===== src/rtl/snake_head_stepper_if.sv =====
// Joystick-to-head bundle between buttons and body/renderer logic.
// Ports: direction/start/pause in; head_x/head_y/heading/step/running/game_over out.
interface snake_head_stepper_if #(
  parameter int X_W = 6,
  parameter int Y_W = 5
);
  logic [1:0]     direction;
  logic           start;
  logic           pause;
  logic [X_W-1:0] head_x;
  logic [Y_W-1:0] head_y;
  logic [1:0]     heading;
  logic           step;
  logic           running;
  logic           game_over;

  modport master (
    output direction, start, pause,
    input  head_x, head_y, heading,
    input  step, running, game_over
  );

  modport slave (
    input  direction, start, pause,
    output head_x, head_y, heading,
    output step, running, game_over
  );
endinterface


===== src/rtl/snake_head_stepper.sv =====
// Snake head stepper: ticks the game, rejects reversals, moves head, detects walls.
// Ports: clk, rst_n (async low), bus (slave: direction/start/pause -> head/step/flags).
module snake_head_stepper #(
  parameter int GRID_W   = 40,
  parameter int GRID_H   = 30,
  parameter int X_W      = 6,
  parameter int Y_W      = 5,
  parameter int TICK_DIV = 12500000,
  parameter int START_X  = 20,
  parameter int START_Y  = 15
) (
  input logic clk,
  input logic rst_n,
  snake_head_stepper_if.slave bus
);
  localparam int CW = $clog2(TICK_DIV);
  localparam logic [CW-1:0] LAST = CW'(TICK_DIV - 1);
  localparam logic [1:0] UP    = 2'b00;
  localparam logic [1:0] RIGHT = 2'b01;
  localparam logic [1:0] DOWN  = 2'b10;
  localparam logic [1:0] LEFT  = 2'b11;
  localparam logic [X_W-1:0] SX = X_W'(START_X);
  localparam logic [Y_W-1:0] SY = Y_W'(START_Y);
  localparam logic [X_W-1:0] XMAX = X_W'(GRID_W - 1);
  localparam logic [Y_W-1:0] YMAX = Y_W'(GRID_H - 1);

  typedef enum logic [1:0] {
    IDLE, RUN, DEAD
  } state_t;

  state_t         state_q, state_d;
  logic [CW-1:0]  cnt_q, cnt_d;
  logic [X_W-1:0] x_q, x_d, nx;
  logic [Y_W-1:0] y_q, y_d, ny;
  logic [1:0]     hd_q, hd_d, new_hd;
  logic           step_q, step_d;
  logic           hit;

  // Opposite directions differ only in bit 1.
  assign new_hd = (bus.direction == (hd_q ^ 2'b10))
                ? hd_q : bus.direction;

  // Wall check happens before the move, so no wrap can leak out.
  always_comb begin
    hit = 1'b0;
    nx  = x_q;
    ny  = y_q;
    unique case (new_hd)
      UP: begin
        if (y_q == '0) hit = 1'b1;
        else ny = y_q - Y_W'(1);
      end
      DOWN: begin
        if (y_q == YMAX) hit = 1'b1;
        else ny = y_q + Y_W'(1);
      end
      LEFT: begin
        if (x_q == '0) hit = 1'b1;
        else nx = x_q - X_W'(1);
      end
      RIGHT: begin
        if (x_q == XMAX) hit = 1'b1;
        else nx = x_q + X_W'(1);
      end
      default: hit = 1'b0;
    endcase
  end

  always_comb begin
    state_d = state_q;
    cnt_d   = cnt_q;
    x_d     = x_q;
    y_d     = y_q;
    hd_d    = hd_q;
    step_d  = 1'b0;
    unique case (state_q)
      IDLE: begin
        if (bus.start) begin
          state_d = RUN;
          cnt_d   = '0;
        end
      end
      RUN: begin
        if (!bus.pause) begin
          if (cnt_q == LAST) begin
            cnt_d = '0;
            hd_d  = new_hd;
            if (hit) begin
              state_d = DEAD;
            end else begin
              x_d    = nx;
              y_d    = ny;
              step_d = 1'b1;
            end
          end else begin
            cnt_d = cnt_q + CW'(1);
          end
        end
      end
      DEAD: begin
        if (bus.start) begin
          state_d = RUN;
          cnt_d   = '0;
          x_d     = SX;
          y_d     = SY;
          hd_d    = UP;
        end
      end
      default: state_d = IDLE;
    endcase
  end

  always_ff @(posedge clk or negedge rst_n) begin
    if (!rst_n) begin
      state_q <= IDLE;
      cnt_q   <= '0;
      x_q     <= SX;
      y_q     <= SY;
      hd_q    <= UP;
      step_q  <= 1'b0;
    end else begin
      state_q <= state_d;
      cnt_q   <= cnt_d;
      x_q     <= x_d;
      y_q     <= y_d;
      hd_q    <= hd_d;
      step_q  <= step_d;
    end
  end

  assign bus.head_x    = x_q;
  assign bus.head_y    = y_q;
  assign bus.heading   = hd_q;
  assign bus.step      = step_q;
  assign bus.running   = (state_q == RUN);
  assign bus.game_over = (state_q == DEAD);
endmodule


===== src/flat_wrapper.sv =====
// flat-port wrapper written by rule: the top's interface ports become plain ports
module snake_head_stepper_flat 
#(
  parameter int GRID_W   = 40,
  parameter int GRID_H   = 30,
  parameter int X_W      = 6,
  parameter int Y_W      = 5,
  parameter int TICK_DIV = 12500000,
  parameter int START_X  = 20,
  parameter int START_Y  = 15
)
  (clk, rst_n, bus_direction, bus_start, bus_pause, bus_head_x, bus_head_y, bus_heading, bus_step, bus_running, bus_game_over);
  snake_head_stepper_if #(.X_W(X_W), .Y_W(Y_W)) bus_i ();
  input logic clk;
  input logic rst_n;
  input wire logic [$bits(bus_i.direction)-1:0] bus_direction;
  input wire logic [$bits(bus_i.start)-1:0] bus_start;
  input wire logic [$bits(bus_i.pause)-1:0] bus_pause;
  output wire logic [$bits(bus_i.head_x)-1:0] bus_head_x;
  output wire logic [$bits(bus_i.head_y)-1:0] bus_head_y;
  output wire logic [$bits(bus_i.heading)-1:0] bus_heading;
  output wire logic [$bits(bus_i.step)-1:0] bus_step;
  output wire logic [$bits(bus_i.running)-1:0] bus_running;
  output wire logic [$bits(bus_i.game_over)-1:0] bus_game_over;
  assign bus_i.direction = bus_direction;
  assign bus_i.start = bus_start;
  assign bus_i.pause = bus_pause;
  assign bus_head_x = bus_i.head_x;
  assign bus_head_y = bus_i.head_y;
  assign bus_heading = bus_i.heading;
  assign bus_step = bus_i.step;
  assign bus_running = bus_i.running;
  assign bus_game_over = bus_i.game_over;
  snake_head_stepper #(.GRID_W(GRID_W), .GRID_H(GRID_H), .X_W(X_W), .Y_W(Y_W), .TICK_DIV(TICK_DIV), .START_X(START_X), .START_Y(START_Y)) u_core (.clk(clk), .rst_n(rst_n), .bus(bus_i));
endmodule

===== config.mk =====
export PLATFORM = sky130hd
export DESIGN_NAME = snake_head_stepper_flat
export DESIGN_NICKNAME = d
export VERILOG_FILES = /design/src/rtl/snake_head_stepper_if.sv /design/src/rtl/snake_head_stepper.sv /design/src/flat_wrapper.sv
export SDC_FILE = /design/constraint.sdc
export NUM_CORES = 1
export LEC_CHECK = 0
export ABC_CLOCK_PERIOD_IN_PS = 2750
export CORE_MARGIN = 4
export CORE_UTILIZATION = 52
export CTS_BUF_LIST = sky130_fd_sc_hd__clkbuf_8 sky130_fd_sc_hd__clkbuf_16
export CTS_CLUSTER_SIZE = 14
export DETAILED_ROUTE_END_ITERATION = 12
export PLACE_DENSITY = 0.86
export SYNTH_ARGS = -nofsm -noshare
export SYNTH_HDL_FRONTEND = slang
export SYNTH_SLANG_ARGS = --single-unit
export TNS_END_PERCENT = 30

===== constraint.sdc =====
create_clock -name clk -period 2.75 [get_ports clk]
set_input_delay 0.4125 -clock clk [delete_from_list [all_inputs] [get_ports clk]]
set_output_delay 0.4125 -clock clk [all_outputs]
set_load 0.02 [all_outputs]

## Word level (Yosys, flattened, before mapping)

Cells that the tools add are included.

- Register bits after elaboration: 40
- Bits in latches: 0
- Memory bits (writable): 0
- ROM bits: 0
- Bits of input ports: 6
- Output and inout port bits: 16
- Logic and storage cells: 84
- Memories: 0

- $add $sub $neg: 5
- $mul: 0
- Div/mod/pow operators: 0
- Magnitude comparators: 0
- Eq/ne operators: 21
- Shift operators: 0
- Multiplexer cells: 39
- Bitwise logic cells: 1
- Reductions and logical operators: 12

Operator list:

| operator | number |
|---|---|
| $mux W24 | 3 |
| $pmux W24 S2 | 1 |
| $mux W6 | 6 |
| $mux W5 | 6 |
| $add A24 B1 Y24 const B | 1 |
| $eq A24 B24 Y1 const B | 1 |
| $pmux W6 S2 | 2 |
| $pmux W5 S2 | 2 |
| $mux W2 | 8 |
| $reduce_and A8 Y1 | 2 |
| $ne A3 B3 Y1 const B | 4 |
| $mux W1 | 8 |
| $pmux W2 S2 | 2 |
| $reduce_and A4 Y1 | 2 |
| $add A6 B1 Y6 const B | 1 |
| $eq A2 B2 Y1 const B | 3 |
| $eq A6 B6 Y1 const B | 1 |
| $logic_not A6 Y1 | 1 |
| $ne A2 B1 Y1 const B | 3 |
| $ne A2 B2 Y1 const B | 3 |
| $ne A3 B1 Y1 const B | 2 |
| $sub A6 B1 Y6 const B | 1 |
| $add A5 B1 Y5 const B | 1 |
| $eq A5 B5 Y1 const B | 1 |
| other kinds (10) | 13 |

## Depth between registers and ports, before layout

Gate-level depths: netlist of the first run.

- Depth in word-level cells: 9
- Mapped depth: 12
- Mapped depth without buffers: 11

## Worst setup path before layout of the first run

No wires, ideal clock.

- Path kind: register to register
- Start point: reg u_core.hd_q[0] (netlist: u_core.bus.heading[0])
- End point: reg u_core.x_q[5] (netlist: u_core.bus.head_x[5])
- Library setup time: 69 ps
- Arrival: 2,702 ps
- Required time: 2,681 ps
- Path slack: -21 ps
- Cell stages (with the launch flop): 11
- Path buffers: 0
- Clock period less this slack: 2,771 ps
- Path through: dfrtp_1 xor2_1 mux2i_2 nand2_1 ha_1 a211oi_1 o21bai_1 a21oi_1 xor2_1 or4_1 nand3_1

- Longest elaborated chain between the ends: 8
- Elaborated cells on any way between the ends: 17
- Classes of those cells: 8 x eq/ne; 7 x mux; 2 x reduce/logical

RTL lines:

| item | line | RTL |
|---|---|---|
| start: declaration | snake_head_stepper.sv:35 | `logic [1:0] hd_q, hd_d, new_hd;` |
| start signal: assignment | snake_head_stepper.sv:119 | `hd_q <= UP;` |
| start signal: assignment | snake_head_stepper.sv:126 | `hd_q <= hd_d;` |
| $eq A2 B2 Y1 | snake_head_stepper.sv:40 | `assign new_hd = (bus.direction == (hd_q ^ 2'b10))` |
| $mux W2 (*) | snake_head_stepper.sv:41 | `? hd_q : bus.direction;` |
| $eq A2 B1 Y1 / $eq A2 B2 Y1 (equally long branches) | snake_head_stepper.sv:48 | `unique case (new_hd)` |
| $pmux W6 S2 | snake_head_stepper.sv:48 |  |
| $mux W6 | snake_head_stepper.sv:88 | `if (hit) begin` |
| $mux W6 | snake_head_stepper.sv:85 | `if (cnt_q == LAST) begin` |
| $mux W6 | snake_head_stepper.sv:84 | `if (!bus.pause) begin` |
| $pmux W6 S2 | snake_head_stepper.sv:76 | `unique case (state_q)` |
| end signal: assignment | snake_head_stepper.sv:117 | `x_q <= SX;` |
| end signal: assignment | snake_head_stepper.sv:124 | `x_q <= x_d;` |
| end: declaration | snake_head_stepper.sv:33 | `logic [X_W-1:0] x_q, x_d, nx;` |

Mark *: on every way between the ends. The rest lies on a longest branch, timed or not. The select of a mux whose other input is x is not followed.
A chain may end at the register's enable or synchronous reset.

## Final worst setup path of the first run

Ends and elaborated chain as after synthesis.

==> results of run 1 <==
-- metal layers --
layer / up-vias / GRT usage (%) / routed length, µm / share of wire (%)
met1: 1065 / 26.77 / 2632 / 47
met3: 11 / 4.098 / 272 / 4.8
met2: 66 / 34.15 / 2630 / 46
met5: - / 0 / 0 / 0
li1: 1071 / - / - / -
met4: 0 / 7.651 / 124 / 2.2
-- final cells by class --
cell class	count	area, µm²	area share [%]
clock buffer	7	96.34	3.218
clock inverter	1	30.03	1.003
inverter	12	45.04	1.504
multi-input combinational	215	1405	46.93
sequential	40	1010	33.72
tap	52	65.06	2.173
timing repair buffer	39	342.8	11.45
-- flip-flops by register name, summed over array words and instances, names as in the netlist --
name and count:
u_core.cnt_q 24, u_core.bus.step 1, u_core.bus.head_x 6, u_core.bus.heading 2, u_core.bus.head_y 5, u_core.state_q 2
-- Yosys cell counts, drive strengths merged, types with 2 or more instances --
master / number
o21a: 3
or3: 2
and4: 2
buf: 3
o31ai: 3
and2: 4
and3: 5
a31oi: 4
nand2b: 4
nand2: 18
xnor2: 5
a211oi: 3
fa: 2
mux2: 3
mux2i: 5
ha: 8
dfrtp: 34
nand3: 13
a21o: 4
nand4: 9
nor2: 29
xor2: 12
or4: 2
nor4bb: 2
inv: 12
o21ai: 25
nor2b: 2
o211ai: 2
or2: 2
a22o: 2
nor4: 3
nor3: 11
a21oi: 17
dfstp: 6
clkbuf: 4
-- logic make-up (layout without fill, tap and decap cells) --
family | after synthesis | count (layout) | share of synthesized area, %
fa+ha+maj | 10 | 10 | 5.651
flops | 40 | 40 | 40.67
simple gates | 109 | 109 | 22.50
compound gates | 71 | 71 | 18.21
mux | 8 | 8 | 3.683
buf+inv | 19 | 59 | 3.279
xor+xnor | 17 | 17 | 6.004
-- timing repair --
action | CTS | global route
setup buffers | 0 | 1
hold buffers | 0 | 0
cloned | 0 | 0
pin swaps | 0 | 2
endpoints found under the setup margin | 1 | 2
resized for setup | 1 | 2
-- final timing paths --
path	cells after the start	endpoint	slack [ns]	from
setup reg to reg	11	u_core.bus.head_x[5]	0.14	u_core.bus.heading[0]
min in group clk	1	u_core.cnt_q[13]	0.48	u_core.cnt_q[13]
setup / recovery	11	u_core.bus.head_x[5]	0.14	u_core.bus.heading[0]
hold reg to reg	1	u_core.cnt_q[13]	0.48	u_core.cnt_q[13]
max in group asynchronous	1	u_core.bus.heading[0]	1.93	rst_n
hold / removal	1	u_core.bus.head_x[1]	0.23	rst_n
-- stage by stage --
stage / hold WS (ns) / area [µm²] / util, % / setup slack [ns]
after floorplan: 0.1169 / 2484 / - / 0.04237
after global placement: 0.4627 / 2845 / 63.59 / -0.2665
after detailed placement: 0.4661 / 2845 / 63.59 / -0.3252
after CTS: 0.2690 / 2977 / 66.53 / 0.01062
after global routing: 0.2984 / 2994 / 66.92 / -0.009285
final: 0.2277 / 2994 / 66.92 / 0.1381
-- power breakdown --
group	leakage, nW	internal [mW]	switching [mW]
Combinational	0.723	0.149	0.176
Sequential	0.519	0.644	0.0637
Clock	0.0645	0.320	0.209
Total	1.31	1.11	0.448
-- worst register-to-register path: stages, from the launching register on --
cell and delay [ns]:
sky130_fd_sc_hd__dfrtp_2 0.46, sky130_fd_sc_hd__xor2_2 0.20, sky130_fd_sc_hd__mux2i_2 0.27, sky130_fd_sc_hd__nand2_2 0.13, sky130_fd_sc_hd__buf_4 0.16, sky130_fd_sc_hd__ha_1 0.29
sky130_fd_sc_hd__o21ai_0 0.11, sky130_fd_sc_hd__o21bai_1 0.18, sky130_fd_sc_hd__a21oi_1 0.10, sky130_fd_sc_hd__xor2_1 0.15, sky130_fd_sc_hd__or4_1 0.41, sky130_fd_sc_hd__nand3_1 0.10
==> results by group, run 1 <==
Cells and area
  – Final cell count without fillers: 366
  – Net count reported at finish: 329
  – Fraction of final layout cells with drive strength greater than 1: 14.01%
  – N_diodes: 0
  – Area added between synthesis and finish: 20.74%
  – Most frequent standard cell in the layout excluding fill and tap cells: sky130_fd_sc_hd__dfrtp_1
  – Fill cell instance count of the final layout: 367
  – Most used cells in the layout excluding fill and tap cells: 33 x sky130_fd_sc_hd__dfrtp_1, 29 x sky130_fd_sc_hd__nor2_1, 23 x sky130_fd_sc_hd__o21ai_0

Timing
  – Max-slew violation count: 0
  – Setup TNS: 0 ns
  – Period minus WS final: 2.612 ns
  – Ratio of final minimum period to clock period: 94.98%
  – Relative max-transition margin: 29.55%
  – Number of endpoints failing setup at the final stage: 0
  – Peak clock frequency supported by timing: 382.9 MHz
  – Worst Skew: 0.005884 ns
  – Slew at the pin with the worst max-slew slack: 1.049 ns
  – Final hold violation count: 0

Die
  – Number of core rows: 24
  – Initial Utilization: 55.43%
  – Number of ports placed on the die boundary: 22
  – Die Wd: 77.06 µm
  – Die height: 77.06 µm
  – Core Footprint: 4474 µm²
  – Die ar.: 5937 µm²

Clock network
  – CTS tree: done
  – Count of H-tree levels built during CTS: 2
  – Total clock buffers created by CTS: 5
  – Number of sinks driven by the clock tree: 40
  – CTS Root Buffer Type: sky130_fd_sc_hd__clkbuf_8
  – Worst-Skew Late Latency: 0.29 ns
  – Number of buffers on the longest clock path: 2
  – CTS clk-pin slew, worst paths: 0.08 ns

Setup path
  – Sequence of cells on the critical path: xor2_2 > mux2i_2 > nand2_2 > buf_4 > ha_1 > o21ai_0 > o21bai_1 > a21oi_1 > xor2_1 > or4_1 > nand3_1
  – Required @ worst endpoint: 2.98 ns
  – Critical Path Slowest Stage Cell: sky130_fd_sc_hd__dfrtp_2
  – Cell class contributing the biggest share of worst-path delay: simple AND/OR/NAND/NOR gates
  – Slowest Stage Delay on Critical Path: 0.46 ns
  – Critical Path AT: 2.85 ns
  – Setup crit start kind: register
  – Maximum fanout along the worst path: 5
  – Endpoint type of the worst setup path: register
  – Critical path buffers and inverters: 1
  – Critical path start-end classification: register to register

Synth
  – Cell accounting for the most synthesized area: sky130_fd_sc_hd__dfrtp_1
  – Cell area after synthesis: 2480 µm²
  – Post-Syn Nets: 290
  – Number of enable-type register cells in the synthesized netlist: 0
  – Number of register bits inferred by synthesis: 40
  – Share of the synthesized area in the top cell type: 34.31%
  – Top_reg_cell synth: sky130_fd_sc_hd__dfrtp_1
  – YS warnings: 0
  – Cell count after synthesis: 274
  – Proportion of register bits with asynchronous set or reset after synthesis: 100.0%
  – Synthesized area per cell: 9.051 µm²
  – Sequential element share of the synthesized area: 40.67%
  – Number of unique standard cell types used by synthesis: 50
  – Largest cells by area after synthesis: sky130_fd_sc_hd__dfrtp_1 34%, sky130_fd_sc_hd__dfstp_2 6.4%, sky130_fd_sc_hd__o21ai_0 4.6%

GRT
  – Global-route wire length before repair: 9.977 mm
  – Initial antenna violation count: 0
  – Total routing usage reported by global routing: 20.63%
  – Maximum number of pins on one net before global-route repair: 41
  – Remaining Overflow, GRT: 0
  – Vias in the first global route: 2137

Place
  – Count of buffers from port buffering: 21
  – Post-DP HPWL: 4.066 mm
  – Gpl congestion: 0.8792
  – Total instance count after detailed placement: 357

Detailed routing
  – Post-detailed-route via-to-cell ratio: 6.046
  – Vias post-DR: 2213
  – Detailed Route WL: 5.660 mm
  – TritonRoute pass-1 iters: 4
  – First-iteration detailed-routing DRC count: 145
  – DRC Markers: 0
  – Wire length per cell after detailed routing: 15.46 µm
  – Post-route ant nets: 0

Power
  – Cell area power density: 521.5 nW/µm²
  – Worst IR Drop VDD: 433.8 µV
  – Total leakage power: 1.306 nW
  – Final Power: 1.561 mW

Run status
  – Outcome: finished clean

Job
  – Max-capacitance violation count: 0

Min path
  – Classification of the worst-slack hold path: primary input to async pin
(Power assumes the default switching activity.)
==> run 2, diff against run 1 <==
--- a/config.mk
+++ b/config.mk
@@ -5,13 +5,14 @@
 export SDC_FILE = /design/constraint.sdc
 export NUM_CORES = 1
 export LEC_CHECK = 0
-export ABC_CLOCK_PERIOD_IN_PS = 2750
+export ABC_CLOCK_PERIOD_IN_PS = 3300
+export CAP_MARGIN = 25
 export CORE_MARGIN = 4
-export CORE_UTILIZATION = 52
+export CORE_UTILIZATION = 53
 export CTS_BUF_LIST = sky130_fd_sc_hd__clkbuf_8 sky130_fd_sc_hd__clkbuf_16
 export CTS_CLUSTER_SIZE = 14
 export DETAILED_ROUTE_END_ITERATION = 12
-export PLACE_DENSITY = 0.86
+export PLACE_DENSITY = 0.84
 export SYNTH_ARGS = -nofsm -noshare
 export SYNTH_HDL_FRONTEND = slang
 export SYNTH_SLANG_ARGS = --single-unit
==> constraint.sdc (replaced) <==
create_clock -name clk -period 3.3 [get_ports clk]
set_input_delay 0.495 -clock clk [delete_from_list [all_inputs] [get_ports clk]]
set_output_delay 0.495 -clock clk [all_outputs]
set_load 0.02 [all_outputs]
==> run 2 against run 1 <==
  * Clock-buffer cell count is 2 lower
  * Clock power is 23% lower
  * Combinational power is 22% lower
  * Hold slack better by 0.082 ns
==> results by group, run 2 (synthesis gave the netlist of run 1 again) <==
Clock network
  – Total clock buffers created by CTS: 5 (unchanged)
  – Post-CTS Resized: 0 (-1)
  – CTS tree: done
  – Number of buffers inserted by post-CTS setup repair: 0 (unchanged)
  – Hold buffers post-CTS: 0 (unchanged)
  – Count of H-tree levels built during CTS: 2 (unchanged)
  – Worst-Skew Late Latency: 0.30 ns (about the same)
  – Number of buffers on the longest clock path: 2 (unchanged)
  – Number of sinks driven by the clock tree: 40 (unchanged)
  – CTS clk-pin slew, worst paths: 0.08 ns (about the same)
  – CTS Root Buffer Type: sky130_fd_sc_hd__clkbuf_8

GRT
  – Initial antenna violation count: 0 (unchanged)
  – Vias in the first global route: 2150 (+0.61%)
  – Maximum number of pins on one net before global-route repair: 41 (unchanged)
  – Global-route wire length before repair: 9.791 mm (-1.9%)
  – Remaining Overflow, GRT: 0 (unchanged)
  – Total routing usage reported by global routing: 20.17% (-0.46 points)

Cells and area
  – Area added between synthesis and finish: 15.44%
  – Most frequent standard cell in the layout excluding fill and tap cells: sky130_fd_sc_hd__dfrtp_1
  – Fraction of final layout cells with drive strength greater than 1: 8.970% (-5.0 points)
  – Max reg flops: 24 (unchanged)
  – Most used cells in the layout excluding fill and tap cells: 34 x sky130_fd_sc_hd__dfrtp_1, 29 x sky130_fd_sc_hd__nor2_1, 23 x sky130_fd_sc_hd__o21ai_0
  – Register name with the most flops: u_core.cnt_q
  – Net count reported at finish: 316 (-4.0%)
  – N_diodes: 0 (unchanged)
  – End-of-flow core utilization: 64.41% (-2.5 points)

Job
  – Max-capacitance violation count: 0 (unchanged)

Detailed routing
  – TritonRoute pass-1 iters: 4 (unchanged)
  – Post-detailed-route via-to-cell ratio: 6.116 (+1.2%)
  – DRC Markers: 0 (unchanged)
  – Vias post-DR: 2159 (-2.4%)
  – Post-route ant nets: 0 (unchanged)
  – Detailed Route WL: 5.461 mm (-3.5%)
  – First-iteration detailed-routing DRC count: 133 (-8.3%)
  – Wire length per cell after detailed routing: 15.47 µm (about the same)

Min path
  – Classification of the worst-slack hold path: primary input to async pin

Setup path
  – Critical Path AT: 3.26 ns (+0.41 ns)
  – Endpoint type of the worst setup path: register
  – Required @ worst endpoint: 3.54 ns (+0.56 ns)
  – Register-to-Register Setup Slack: 0.51 ns (+0.37 ns)
  – Maximum fanout along the worst path: 6 (+1)
  – Setup crit start kind: primary input
  – Critical path start-end classification: primary input to register

Power
  – Worst IR Drop VDD: 328.0 µV (-24%)
  – Total leakage power: 1.223 nW (-6.4%)
  – Cell area power density: 435.9 nW/µm² (-16%)

Timing
  – Relative max-transition margin: 39.29% (+9.7 points)
  – Setup TNS: 0 ns (unchanged)
  – Slew at the pin with the worst max-slew slack: 0.9106 ns (-0.1380 ns)
  – Setup repair after global routing missed its margin: no
  – Ratio of final minimum period to clock period: 91.53%
  – Peak clock frequency supported by timing: 331.1 MHz
  – Final hold violation count: 0 (unchanged)
  – Max-slew violation count: 0 (unchanged)
  – Period minus WS final: 3.021 ns
  – Worst Skew: 0.008874 ns (+0.002990 ns)
  – Number of endpoints failing setup at the final stage: 0 (unchanged)

Place
  – Count of buffers from port buffering: 21 (unchanged)
  – Gpl congestion: 0.8722 (-0.80%)
  – Post-DP HPWL: 3.890 mm (-4.3%)

Die
  – Number of ports placed on the die boundary: 22 (unchanged)
  – Number of core rows: 24 (unchanged)
  – Die Wd: 76.41 µm (-0.84%)
  – Die ar.: 5838 µm² (-1.7%)
  – Die height: 76.41 µm (-0.84%)
  – Core Footprint: 4444 µm² (-0.67%)
  – Initial Utilization: 55.80% (+0.37 points)

Run status
  – Outcome: finished clean
-- run 2: power by group --
group / switching, mW / total, mW / internal [mW]
sequential: 0.0535 / 0.591 / 0.537
combinational: 0.140 / 0.253 / 0.112
clock: 0.181 / 0.405 / 0.224
-- run 2: layout make-up --
cell class / count / area, µm²
Tap cell: 52 / 65.06
Clock inverter: 3 / 42.54
Timing Repair Buffer: 26 / 242.7
Inverter: 12 / 45.04
Sequential cell: 40 / 1008
Fill cell: 363 / 1582
Clock buffer: 5 / 68.82
Multi-Input combinational cell: 215 / 1390
-- run 2: layer usage --
| layer | track usage [%] | routed length [µm] |
|---|---|---|
| met1 | 26.09 | 2538 |
| met2 | 32.78 | 2543 |
| met3 | 4.255 | 236 |
| met4 | 8.333 | 142 |
| met5 | 0 | 0 |
-- run 2: critical path: stages --
cell and delay (ns):
sky130_fd_sc_hd__clkdlybuf4s50_1 0.50, sky130_fd_sc_hd__xor2_1 0.21, sky130_fd_sc_hd__mux2i_2 0.25, sky130_fd_sc_hd__nand2_1 0.20, sky130_fd_sc_hd__ha_1 0.34, sky130_fd_sc_hd__a211oi_1 0.35, sky130_fd_sc_hd__o21bai_1 0.12, sky130_fd_sc_hd__a21oi_1 0.18
sky130_fd_sc_hd__xor2_1 0.10, sky130_fd_sc_hd__or4_1 0.41, sky130_fd_sc_hd__nand3_1 0.09
-- run 2: metrics by stage --
stage | hold WS (ns) | cells | setup WS (ns) | total power [mW] | area [µm²]
finish | 0.3097 | 353 | 0.2794 | 1.248 | 2863
global route | 0.3946 | 353 | 0.07111 | 1.319 | 2863
CTS | 0.3473 | 353 | 0.3103 | 1.258 | 2863
detailed placement | 0.4760 | 345 | 0.01312 | 0.8500 | 2751
global placement | 0.4652 | 345 | 0.1252 | 0.8404 | 2751
floorplan | 0.1994 | 274 | 0.4647 | 0.7633 | 2480
-- run 2: worst paths after layout --
path	startpoint	end	cells after the start
setup / recovery	bus_direction[0]	u_core.bus.head_x[5]	11
hold / removal	rst_n	u_core.bus.head_x[1]	1
setup reg to reg	u_core.bus.heading[0]	u_core.bus.head_x[5]	10
hold reg to reg	u_core.cnt_q[13]	u_core.cnt_q[13]	1
max in group asynchronous	rst_n	u_core.cnt_q[8]	1
min in group clk	u_core.cnt_q[13]	u_core.cnt_q[13]	1
==> run 3, diff against run 2 <==
--- a/config.mk
+++ b/config.mk
@@ -5,7 +5,7 @@
 export SDC_FILE = /design/constraint.sdc
 export NUM_CORES = 1
 export LEC_CHECK = 0
-export ABC_CLOCK_PERIOD_IN_PS = 3300
+export ABC_CLOCK_PERIOD_IN_PS = 2900
 export CAP_MARGIN = 25
 export CORE_MARGIN = 4
 export CORE_UTILIZATION = 53
==> constraint.sdc (replaced) <==
create_clock -name clk -period 2.9 [get_ports clk]
set_input_delay 0.435 -clock clk [delete_from_list [all_inputs] [get_ports clk]]
set_output_delay 0.435 -clock clk [all_outputs]
set_load 0.02 [all_outputs]
==> run 3 against run 2 <==
  * First-iteration DRC count increased by 9.8%
  * Design area grew 1.6%
  * Global-route usage barely moved
  * Critical path depth unchanged
  * Clock skew decreased by 0.0020 ns
  * Core utilization increased by 1.0 points
==> results by group, run 3 (synthesis gave the netlist of run 1 again) <==
Die
  – Die height: 76.41 µm (unchanged)
  – Core Footprint: 4444 µm² (unchanged)
  – Initial Utilization: 55.80% (unchanged)
  – Die ar.: 5838 µm² (unchanged)
  – Die Wd: 76.41 µm (unchanged)
  – Number of core rows: 24 (unchanged)
  – Number of ports placed on the die boundary: 22 (unchanged)

Power
  – Comb power frac: 19.9% (-0.4 points)
  – Net switching power: 415.9 µW (+11%)
  – Design internal power: 1.044 mW (+20%)
  – Clk pwr share: 34.2% (+1.8 points)
  – Proportion of power drawn by flip-flops and latches: 45.9% (-1.4 points)
  – Worst IR Drop VDD: 350.0 µV (+6.7%)
  – Total leakage power: 1.254 nW (+2.5%)
  – Cell area power density: 502.2 nW/µm² (+15%)
  – Sw frac: 28.48% (-1.5 points)
  – Final Power: 1.460 mW (+17%)

Setup path
  – Reg2Reg Depth: 10 (unchanged)
  – Register-to-Register Setup Slack: 0.29 ns (-0.22 ns)
  – FF-to-FF End: u_core.bus.head_x[5]
  – Critical Path Slowest Stage Cell: sky130_fd_sc_hd__clkdlybuf4s50_1
  – Required @ worst endpoint: 3.13 ns (-0.41 ns)
  – Most common cell type on the critical path: sky130_fd_sc_hd__xor2_1
  – Critical Path AT: 3.01 ns (-0.25 ns)
  – Slowest Stage Delay on Critical Path: 0.49 ns (about the same)
  – Maximum fanout along the worst path: 4 (-2)
  – Endpoint type of the worst setup path: register
  – Setup crit start kind: primary input
  – Reg-to-reg critical path startpoint: u_core.bus.heading[0]
  – Sequence of cells on the critical path: clkdlybuf4s50_1 > xor2_1 > mux2i_2 > nand2_1 > ha_1 > a211oi_1 > o21bai_1 > a21oi_1 > xor2_1 > or4_1 > nand3_1
  – Critical path start-end classification: primary input to register

GRT
  – Maximum number of pins on one net before global-route repair: 41 (unchanged)
  – Vias in the first global route: 2150 (unchanged)
  – Global-route wire length before repair: 9.770 mm (-0.21%)
  – Initial antenna violation count: 0 (unchanged)
  – Total routing usage reported by global routing: 20.15% (about the same)
  – Remaining Overflow, GRT: 0 (unchanged)

Cells and area
  – Max reg flops: 24 (unchanged)
  – Fraction of final layout cells with drive strength greater than 1: 10.16% (+1.2 points)
  – N_diodes: 0 (unchanged)
  – End-of-flow core utilization: 65.43% (+1.0 points)
  – Most frequent standard cell in the layout excluding fill and tap cells: sky130_fd_sc_hd__dfrtp_1
  – Net count reported at finish: 320 (+1.3%)
  – Most used cells in the layout excluding fill and tap cells: 34 x sky130_fd_sc_hd__dfrtp_1, 29 x sky130_fd_sc_hd__nor2_1, 23 x sky130_fd_sc_hd__o21ai_0
  – Register name with the most flops: u_core.cnt_q
  – Area added between synthesis and finish: 17.26%

Clock network
  – CTS Root Buffer Type: sky130_fd_sc_hd__clkbuf_8
  – Post-CTS Resized: 0 (unchanged)
  – CTS tree: done
  – CTS clk-pin slew, worst paths: 0.08 ns (about the same)
  – Number of buffers on the longest clock path: 2 (unchanged)
  – Hold buffers post-CTS: 0 (unchanged)
  – Worst-Skew Late Latency: 0.29 ns (about the same)
  – Count of H-tree levels built during CTS: 2 (unchanged)
  – Number of buffers inserted by post-CTS setup repair: 0 (unchanged)
  – Total clock buffers created by CTS: 5 (unchanged)
  – Number of sinks driven by the clock tree: 40 (unchanged)

Timing
  – Number of endpoints failing setup at the final stage: 0 (unchanged)
  – Slew at the pin with the worst max-slew slack: 0.9515 ns (+0.04085 ns)
  – Worst Skew: 0.006857 ns (-0.002016 ns)
  – Ratio of final minimum period to clock period: 95.68%
  – Peak clock frequency supported by timing: 360.4 MHz
  – Setup repair after global routing missed its margin: no
  – Max-slew violation count: 0 (unchanged)
  – Period minus WS final: 2.775 ns
  – Final hold violation count: 0 (unchanged)
  – Relative max-transition margin: 36.08% (-3.2 points)

Job
  – Max-capacitance violation count: 0 (unchanged)

Run status
  – Outcome: finished clean

Detailed routing
  – First-iteration detailed-routing DRC count: 146 (+9.8%)
  – Post-detailed-route via-to-cell ratio: 6.070 (-0.75%)
  – Detailed Route WL: 5.440 mm (-0.38%)
  – Vias post-DR: 2167 (+0.37%)
  – Wire length per cell after detailed routing: 15.24 µm (-1.5%)
  – DRC Markers: 0 (unchanged)
  – Post-route ant nets: 0 (unchanged)
  – TritonRoute pass-1 iters: 4 (unchanged)

Min path
  – Classification of the worst-slack hold path: primary input to async pin

Place
  – Gpl congestion: 0.8844 (+1.4%)
  – Post-DP HPWL: 3.922 mm (+0.84%)
  – Count of buffers from port buffering: 21 (unchanged)
-- run 3: changes by cell type in the layout (fill, tap and decap cells not counted) --
cell	previous run	this run
sky130_fd_sc_hd__clkinvlp_4	1	0
sky130_fd_sc_hd__clkbuf_8	5	7
sky130_fd_sc_hd__clkinv_2	1	0
sky130_fd_sc_hd__buf_4	5	9
-- run 3: power by group through the flow --
stage	registers [mW]	clock network (mW)	logic, mW
after floorplan	0.676	0	0.192
after global placement	0.678	0	0.280
after detailed placement	0.680	0	0.291
after CTS	0.670	0.514	0.292
after global routing	0.682	0.534	0.331
final	0.670	0.499	0.290
-- run 3: layout make-up --
class	count	area, µm²
inverters	12	45.04
clock buffers	7	96.34
flip-flops and latches	40	1008
fillers	375	1536
repair buffers	30	272.8
clock inverters	1	30.03
well taps	52	65.06
multi-input cells	215	1390
-- run 3: layer usage --
metal / GRT usage [%] / up-vias / wire length (µm)
li1: - / 1051 / -
met1: 25.28 / 1041 / 2458
met2: 33.57 / 66 / 2621
met3: 4.019 / 9 / 271
met4: 8.877 / 0 / 89
met5: 0 / - / 0
-- run 3: how the worst max path moves through the flow --
stage,depth (start not counted),startpoint,to
floorplan,11,bus_direction[0],u_core.bus.head_x[5]
global placement,11,bus_direction[0],u_core.bus.head_x[5]
detailed placement,11,bus_direction[0],u_core.bus.head_x[5]
CTS,11,bus_direction[0],u_core.bus.head_x[5]
global route,11,bus_direction[0],u_core.bus.head_x[5]
finish,11,bus_direction[0],u_core.bus.head_x[5]
-- run 3: worst max-delay path, delay by kind of cell --
family                   cells  cell delay (ns)
multiplexers                 1             0.25
buffers and inverters        1             0.49
adder cells (fa/ha/maj)      1             0.31
AO/OA/AOI/OAI                3             0.56
AND/OR/NAND/NOR              3             0.63
XOR/XNOR                     2             0.32
-- run 3: metrics by stage --
stage	instances	setup TNS [ns]	setup slack (ns)	area (µm²)	hold WS (ns)
after floorplan	274	0	0.1247	2480	0.1394
after global placement	349	-0.1379	-0.1379	2781	0.4669
after detailed placement	349	-0.1714	-0.1714	2781	0.4773
after CTS	357	0	0.1364	2908	0.2850
after global routing	357	0	0.0009734	2908	0.3303
final	357	0	0.1254	2908	0.2515
